### src/rtl/pipeline_run_ctrl.sv
// Run controller: holds the datapath in reset, releases it for a timed run and stops on a PC halt loop.
// Latency: done/timeout are registered one cycle after the firing sample; start is ignored while busy.
module pipeline_run_ctrl #(
    parameter logic [31:0] NOP_INSTR    = 32'h0000_0013,
    parameter int          RESET_CYCLES = 2,
    parameter int          MAX_CYCLES   = 2000,
    parameter int          THRESH1      = 3,
    parameter int          THRESH2      = 4,
    parameter int          THRESH3      = 6,
    parameter int          THRESH4      = 8
) (
    input  logic        clock,
    input  logic        reset,
    input  logic        start,
    input  logic [31:0] pc,
    input  logic [31:0] instr,
    input  logic        stall,
    output logic        core_reset,
    output logic        run_en,
    output logic        busy,
    output logic        done,
    output logic        timeout,
    output logic [1:0]  halt_kind,
    output logic [31:0] halt_pc,
    output logic [31:0] cycle_count,
    output logic [31:0] instr_count
);

    localparam logic [2:0] S_IDLE       = 3'd0;
    localparam logic [2:0] S_RESET_CORE = 3'd1;
    localparam logic [2:0] S_RUN        = 3'd2;
    localparam logic [2:0] S_DONE       = 3'd3;
    localparam logic [2:0] S_TIMEOUT    = 3'd4;

    logic [2:0]  r_state;
    logic [7:0]  r_rst_cnt;
    logic [31:0] r_hist [1:4];
    logic [31:0] r_prev_instr;
    logic [3:0]  r_m [1:4];
    logic [31:0] r_cycle_count;
    logic [31:0] r_instr_count;
    logic [1:0]  r_halt_kind;
    logic [31:0] r_halt_pc;
    logic        r_core_reset;
    logic        r_run_en;
    logic        r_busy;
    logic        r_done;
    logic        r_timeout;

    logic [4:1]  w_cond;
    logic [4:1]  w_fire;
    logic [3:0]  w_m_nxt [1:4];
    logic        w_any_fire;
    logic [1:0]  w_kind;
    logic [31:0] w_cc_inc;
    logic [31:0] w_ic_nxt;
    logic        w_timeout_hit;
    logic        w_start_acc;
    logic [2:0]  w_next_state;

    function automatic logic [3:0] thresh(input int k);
        case (k)
            1:       return 4'(THRESH1);
            2:       return 4'(THRESH2);
            3:       return 4'(THRESH3);
            default: return 4'(THRESH4);
        endcase
    endfunction

    // The running cycle count doubles as the sample index n, so n >= k gates each comparator.
    always_comb begin
        w_cond = '0;
        w_fire = '0;
        for (int k = 1; k <= 4; k++) begin
            w_m_nxt[k] = '0;
            w_cond[k]  = (pc == r_hist[k]) && (r_cycle_count >= 32'(k));
            if (k == 1) begin
                w_cond[k] = w_cond[k] && (instr == r_prev_instr);
            end
            w_fire[k] = w_cond[k] && ((r_m[k] + 4'd1) == thresh(k));
            if (!w_cond[k]) begin
                w_m_nxt[k] = '0;
            end else if (r_m[k] >= thresh(k)) begin
                w_m_nxt[k] = r_m[k];
            end else begin
                w_m_nxt[k] = r_m[k] + 4'd1;
            end
        end
    end

    always_comb begin
        w_any_fire = |w_fire;
        w_kind     = 2'd3;
        if (w_fire[1]) begin
            w_kind = 2'd0;
        end else if (w_fire[2]) begin
            w_kind = 2'd1;
        end else if (w_fire[3]) begin
            w_kind = 2'd2;
        end
    end

    assign w_cc_inc      = r_cycle_count + 32'd1;
    assign w_ic_nxt      = r_instr_count + (((instr != NOP_INSTR) && !stall) ? 32'd1 : 32'd0);
    assign w_timeout_hit = (w_cc_inc == 32'(MAX_CYCLES));
    assign w_start_acc   = start && ((r_state == S_IDLE) || (r_state == S_DONE) || (r_state == S_TIMEOUT));

    always_comb begin
        w_next_state = r_state;
        case (r_state)
            S_IDLE, S_DONE, S_TIMEOUT: begin
                if (w_start_acc) begin
                    w_next_state = S_RESET_CORE;
                end
            end
            S_RESET_CORE: begin
                if (r_rst_cnt == 8'(RESET_CYCLES - 1)) begin
                    w_next_state = S_RUN;
                end
            end
            S_RUN: begin
                if (w_any_fire) begin
                    w_next_state = S_DONE;
                end else if (w_timeout_hit) begin
                    w_next_state = S_TIMEOUT;
                end
            end
            default: w_next_state = S_IDLE;
        endcase
    end

    // Output flags are decoded from the next state so every port comes straight from a flop.
    always_ff @(posedge clock) begin
        if (!reset) begin
            r_state       <= S_IDLE;
            r_rst_cnt     <= '0;
            r_prev_instr  <= '0;
            r_cycle_count <= '0;
            r_instr_count <= '0;
            r_halt_kind   <= '0;
            r_halt_pc     <= '0;
            r_core_reset  <= 1'b1;
            r_run_en      <= 1'b0;
            r_busy        <= 1'b0;
            r_done        <= 1'b0;
            r_timeout     <= 1'b0;
            for (int k = 1; k <= 4; k++) begin
                r_hist[k] <= '0;
                r_m[k]    <= '0;
            end
        end else begin
            r_state      <= w_next_state;
            r_core_reset <= (w_next_state == S_IDLE) || (w_next_state == S_RESET_CORE);
            r_run_en     <= (w_next_state == S_RESET_CORE) || (w_next_state == S_RUN);
            r_busy       <= (w_next_state == S_RESET_CORE) || (w_next_state == S_RUN);
            r_done       <= (w_next_state == S_DONE);
            r_timeout    <= (w_next_state == S_TIMEOUT);
            if (w_start_acc) begin
                r_rst_cnt     <= '0;
                r_prev_instr  <= '0;
                r_cycle_count <= '0;
                r_instr_count <= '0;
                r_halt_kind   <= '0;
                r_halt_pc     <= '0;
                for (int k = 1; k <= 4; k++) begin
                    r_hist[k] <= '0;
                    r_m[k]    <= '0;
                end
            end else if (r_state == S_RESET_CORE) begin
                r_rst_cnt <= r_rst_cnt + 8'd1;
            end else if (r_state == S_RUN) begin
                r_cycle_count <= w_cc_inc;
                r_instr_count <= w_ic_nxt;
                r_prev_instr  <= instr;
                r_hist[1]     <= pc;
                for (int k = 2; k <= 4; k++) begin
                    r_hist[k] <= r_hist[k-1];
                end
                for (int k = 1; k <= 4; k++) begin
                    r_m[k] <= w_m_nxt[k];
                end
                if (w_any_fire) begin
                    r_halt_kind <= w_kind;
                    r_halt_pc   <= pc;
                end
            end
        end
    end

    assign core_reset  = r_core_reset;
    assign run_en      = r_run_en;
    assign busy        = r_busy;
    assign done        = r_done;
    assign timeout     = r_timeout;
    assign halt_kind   = r_halt_kind;
    assign halt_pc     = r_halt_pc;
    assign cycle_count = r_cycle_count;
    assign instr_count = r_instr_count;

endmodule

### config.mk
export PLATFORM = sky130hd
export DESIGN_NAME = pipeline_run_ctrl
export DESIGN_NICKNAME = d
export VERILOG_FILES = /design/src/rtl/pipeline_run_ctrl.sv
export SDC_FILE = /design/constraint.sdc
export NUM_CORES = 1
export LEC_CHECK = 0
export ABC_AREA = 1
export CAP_MARGIN = 15
export CELL_PAD_IN_SITES_DETAIL_PLACEMENT = 1
export CELL_PAD_IN_SITES_GLOBAL_PLACEMENT = 1
export CORE_MARGIN = 4
export CORE_UTILIZATION = 45
export CTS_CLUSTER_SIZE = 8
export DETAILED_ROUTE_END_ITERATION = 8
export PLACE_DENSITY_LB_ADDON = 0.1
export SETUP_SLACK_MARGIN = 0.02
export SLEW_MARGIN = 20
export SYNTH_ARGS = -nofsm -noshare
export SYNTH_HDL_FRONTEND = slang
export SYNTH_SLANG_ARGS = --single-unit
### constraint.sdc
create_clock -name clock -period 13.2 [get_ports clock]
set_input_delay 1.32 -clock clock [delete_from_list [all_inputs] [get_ports clock]]
set_output_delay 1.32 -clock clock [all_outputs]
set_load 0.05 [all_outputs]
==> impl_metrics.env <==
export IMPL_status="complete, no violations"
export IMPL_relSlewSlack_pct=24.3
export IMPL_grt_util_all_layers_pct=24.6
export IMPL_drt_iter0_drc=645
export IMPL_cp_num_buf_inv=6
export IMPL_grt_max_degree=104
export IMPL_grt_pass1_vias=13599
export IMPL_num_io_pins=171
export IMPL_row_count=66
export IMPL_fin_cells=2537
export IMPL_clockBufferDepth=3
export IMPL_path_class="in2reg"
export IMPL_synth_most_common_cell="nand2_1"
export IMPL_gp_congestion=0.865
export IMPL_fin_worst_skew_ns=0.0236
export IMPL_synth_edf_count=144
export IMPL_port_buffers=170
export IMPL_drt_total_wl_um=45100
export IMPL_fill_cells=3989
export IMPL_cts_sinks=289
export IMPL_crit_fanout=91
export IMPL_post_route_drc_count=0
export IMPL_drt_pass1_iterations=4
export IMPL_dpl_cell_count=2466
export IMPL_synth_top_cells_by_count="nand2_1, nor2_1, inv_1, dfxtp_1, edfxtp_1"
export IMPL_drv_cap=0
export IMPL_crit_chain="clkdlybuf4s50_1 -> inv_1 -> nor2_2 -> buf_4 -> inv_6 -> nand2_4 -> buf_4 -> buf_4"
export IMPL_crit_arrival_ns=5.01
export IMPL_synth_area_um2=14800
export IMPL_synth_main_ff_cell="dfxtp_1"
export IMPL_max_freq_mhz=206
export IMPL_cts_clk_slew_worst_paths_ns=0.05
export IMPL_yosysTopAreaCellShare_pct=29.3
export IMPL_finalSetupViolations=0
export IMPL_power_leakage_nw=7.08
export IMPL_cts_inserted_buffers=42
export IMPL_nNetsFinal=2155
export IMPL_start_util_pct=45.5
export IMPL_timing_final_crit_share_pct=36.8
export IMPL_synth_cells=1906
export IMPL_hold_buffers=0
export IMPL_ctsResizeCount=0
export IMPL_syn_nets=1992
export IMPL_total_power_mw=2.19
export IMPL_grt_pass1_wl_um=71200
export IMPL_fin_hold_ws_ns=0.473
export IMPL_crit_family="buffers and inverters"
export IMPL_core_um2=32500
export IMPL_htree_num_levels=2
export IMPL_fin_crit_ns=4.86
export IMPL_yosys_area_top_type="edfxtp_1"
export IMPL_wire_per_inst_um=17.8
export IMPL_dieWidth_um=189
export IMPL_drv_slew=0
export IMPL_die_area_um2=35800
export IMPL_yosys_warnings=0
export IMPL_drive_above_1_share_pct=5.83
export IMPL_final_seq_area_um2=7230
export IMPL_cts_root_buffer="clkbuf_16"
export IMPL_worst_ep_required_time_ns=13.35
export IMPL_syn_avg_cell_area_um2=7.74
export IMPL_fin_tns_setup_ns=0
export IMPL_vdd_drop_max_mv=0.0836
export IMPL_synthTopCellsByArea="edfxtp_1, dfxtp_1, nand2_1, nor2_1, inv_1"
export IMPL_yosysSeqAreaShare_pct=49.0
export IMPL_critPathSlowestCell="buf_4"
export IMPL_grt_overflow=0
export IMPL_cts_tree="done"
export IMPL_critPathMaxStageDelay_ns=0.87
export IMPL_die_h_um=189
export IMPL_cpMostUsedCell="buf_4"
export IMPL_hp_class="reg2reg"
export IMPL_ys_types=37
export IMPL_syn2layout_area_growth_pct=22.3
export IMPL_ant_nets=0
export IMPL_post_cts_buffers=0
export IMPL_multiInputGateArea_um2=6160
export IMPL_vias=12979
export IMPL_async_reset_ff_share_pct=0
export IMPL_insertion_delay_ns=0.54
export IMPL_antenna_found_initial=1
export IMPL_hpwlAfterDp_um=32600
export IMPL_ys_ff_latch=289
export IMPL_start_kind="input pin"
export IMPL_grt_setup_unrepaired="no"
export IMPL_crit_path_end_kind="flop"
export IMPL_viasPerCell=5.12
export IMPL_hold_viol=0
export IMPL_tightest_slew_ns=1.14
export IMPL_power_density_nw_per_um2=121
path summary, 6_finish.rpt:
kind	depth (start not counted)	from	end	slack (ns)
worst min-delay path	2	instr_count[15]$_SDFFE_PP0P_	instr_count[15]$_SDFFE_PP0P_	0.47
worst max register to register	9	r_state[1]$_SDFF_PN0_	r_hist[0][52]$_SDFFCE_PN0P_	8.77
worst max-delay path	8	reset	r_hist[0][52]$_SDFFCE_PN0P_	8.34
worst min register to register	2	instr_count[15]$_SDFFE_PP0P_	instr_count[15]$_SDFFE_PP0P_	0.47
state kept, by name, indices dropped and copies added (netlist names):
name	count
r_m	16
core_reset	1
done	1
busy	1
r_hist	128
r_rst_cnt	8
timeout	1
r_prev_instr	32
instr_count	32
cycle_count	32
halt_kind	2
r_state	3
halt_pc	32
cells by family after synthesis:
logic type,count (synthesis),synth area share (%)
XOR/XNOR,104,6.17
flip-flops,289,49.0
AO/OA/AOI/OAI,202,7.16
AND/OR/NAND/NOR,935,26.8
adder cells (fa/ha/maj),18,1.53
buffers and inverters,358,9.36
worst reg2reg max path: stages, from the launching register on:
cell	delay (ns)
dfxtp_1	0.41
nand2_1	0.14
nor2_4	0.37
inv_1	0.14
nor2_2	0.10
buf_4	0.40
inv_6	0.34
nand2_4	0.31
buf_4	0.84
buf_4	0.97
cell type report:
| type | count | area share, % |
|---|---|---|
| Antenna cell | 1 | 0.0139 |
| Clock buffer | 65 | 6.30 |
| Clock inverter | 4 | 0.354 |
| Inverter | 301 | 6.29 |
| Multi-Input combinational cell | 1259 | 34.2 |
| Sequential cell | 289 | 40.0 |
| Tap cell | 442 | 3.06 |
| Timing Repair Buffer | 176 | 9.79 |
metal layers:
layer / vias up / global-route usage, % / routed length [µm]
li1: 6369 / - / -
met4: 0 / 9.28 / 1640
met2: 254 / 44.3 / 22700
met5: - / 0 / 0
met1: 6270 / 30.5 / 19300
met3: 86 / 2.73 / 1470
per-stage QoR:
stage	utilization [%]	cell area (µm²)	setup WS (ns)
after floorplan	-	14800	7.06
after global placement	51.8	16800	7.89
after detailed placement	51.8	16800	7.80
after CTS	55.5	18000	8.33
after global routing	55.6	18100	8.10
final	55.6	18100	8.34
cells in the final DEF (no fill, tap or decap), drive strengths merged, types with 44 or more instances in the layout:
| cell | n |
|---|---|
| nand3 | 79 |
| edfxtp | 144 |
| o21ai | 107 |
| xnor2 | 79 |
| clkbuf | 65 |
| dfxtp | 145 |
| nand2 | 465 |
| nor2 | 293 |
| clkdlybuf4s50 | 170 |
| nand4 | 44 |
| a21oi | 71 |
| inv | 299 |
where the power goes:
part           total, mW  switching, mW  leakage (nW)  internal [mW]
registers           1.00         0.0237          2.74          0.977
clock network      0.995          0.404         0.572          0.591
logic              0.195          0.129          3.77         0.0662
Note: power is estimated with default switching activity, not from simulation.
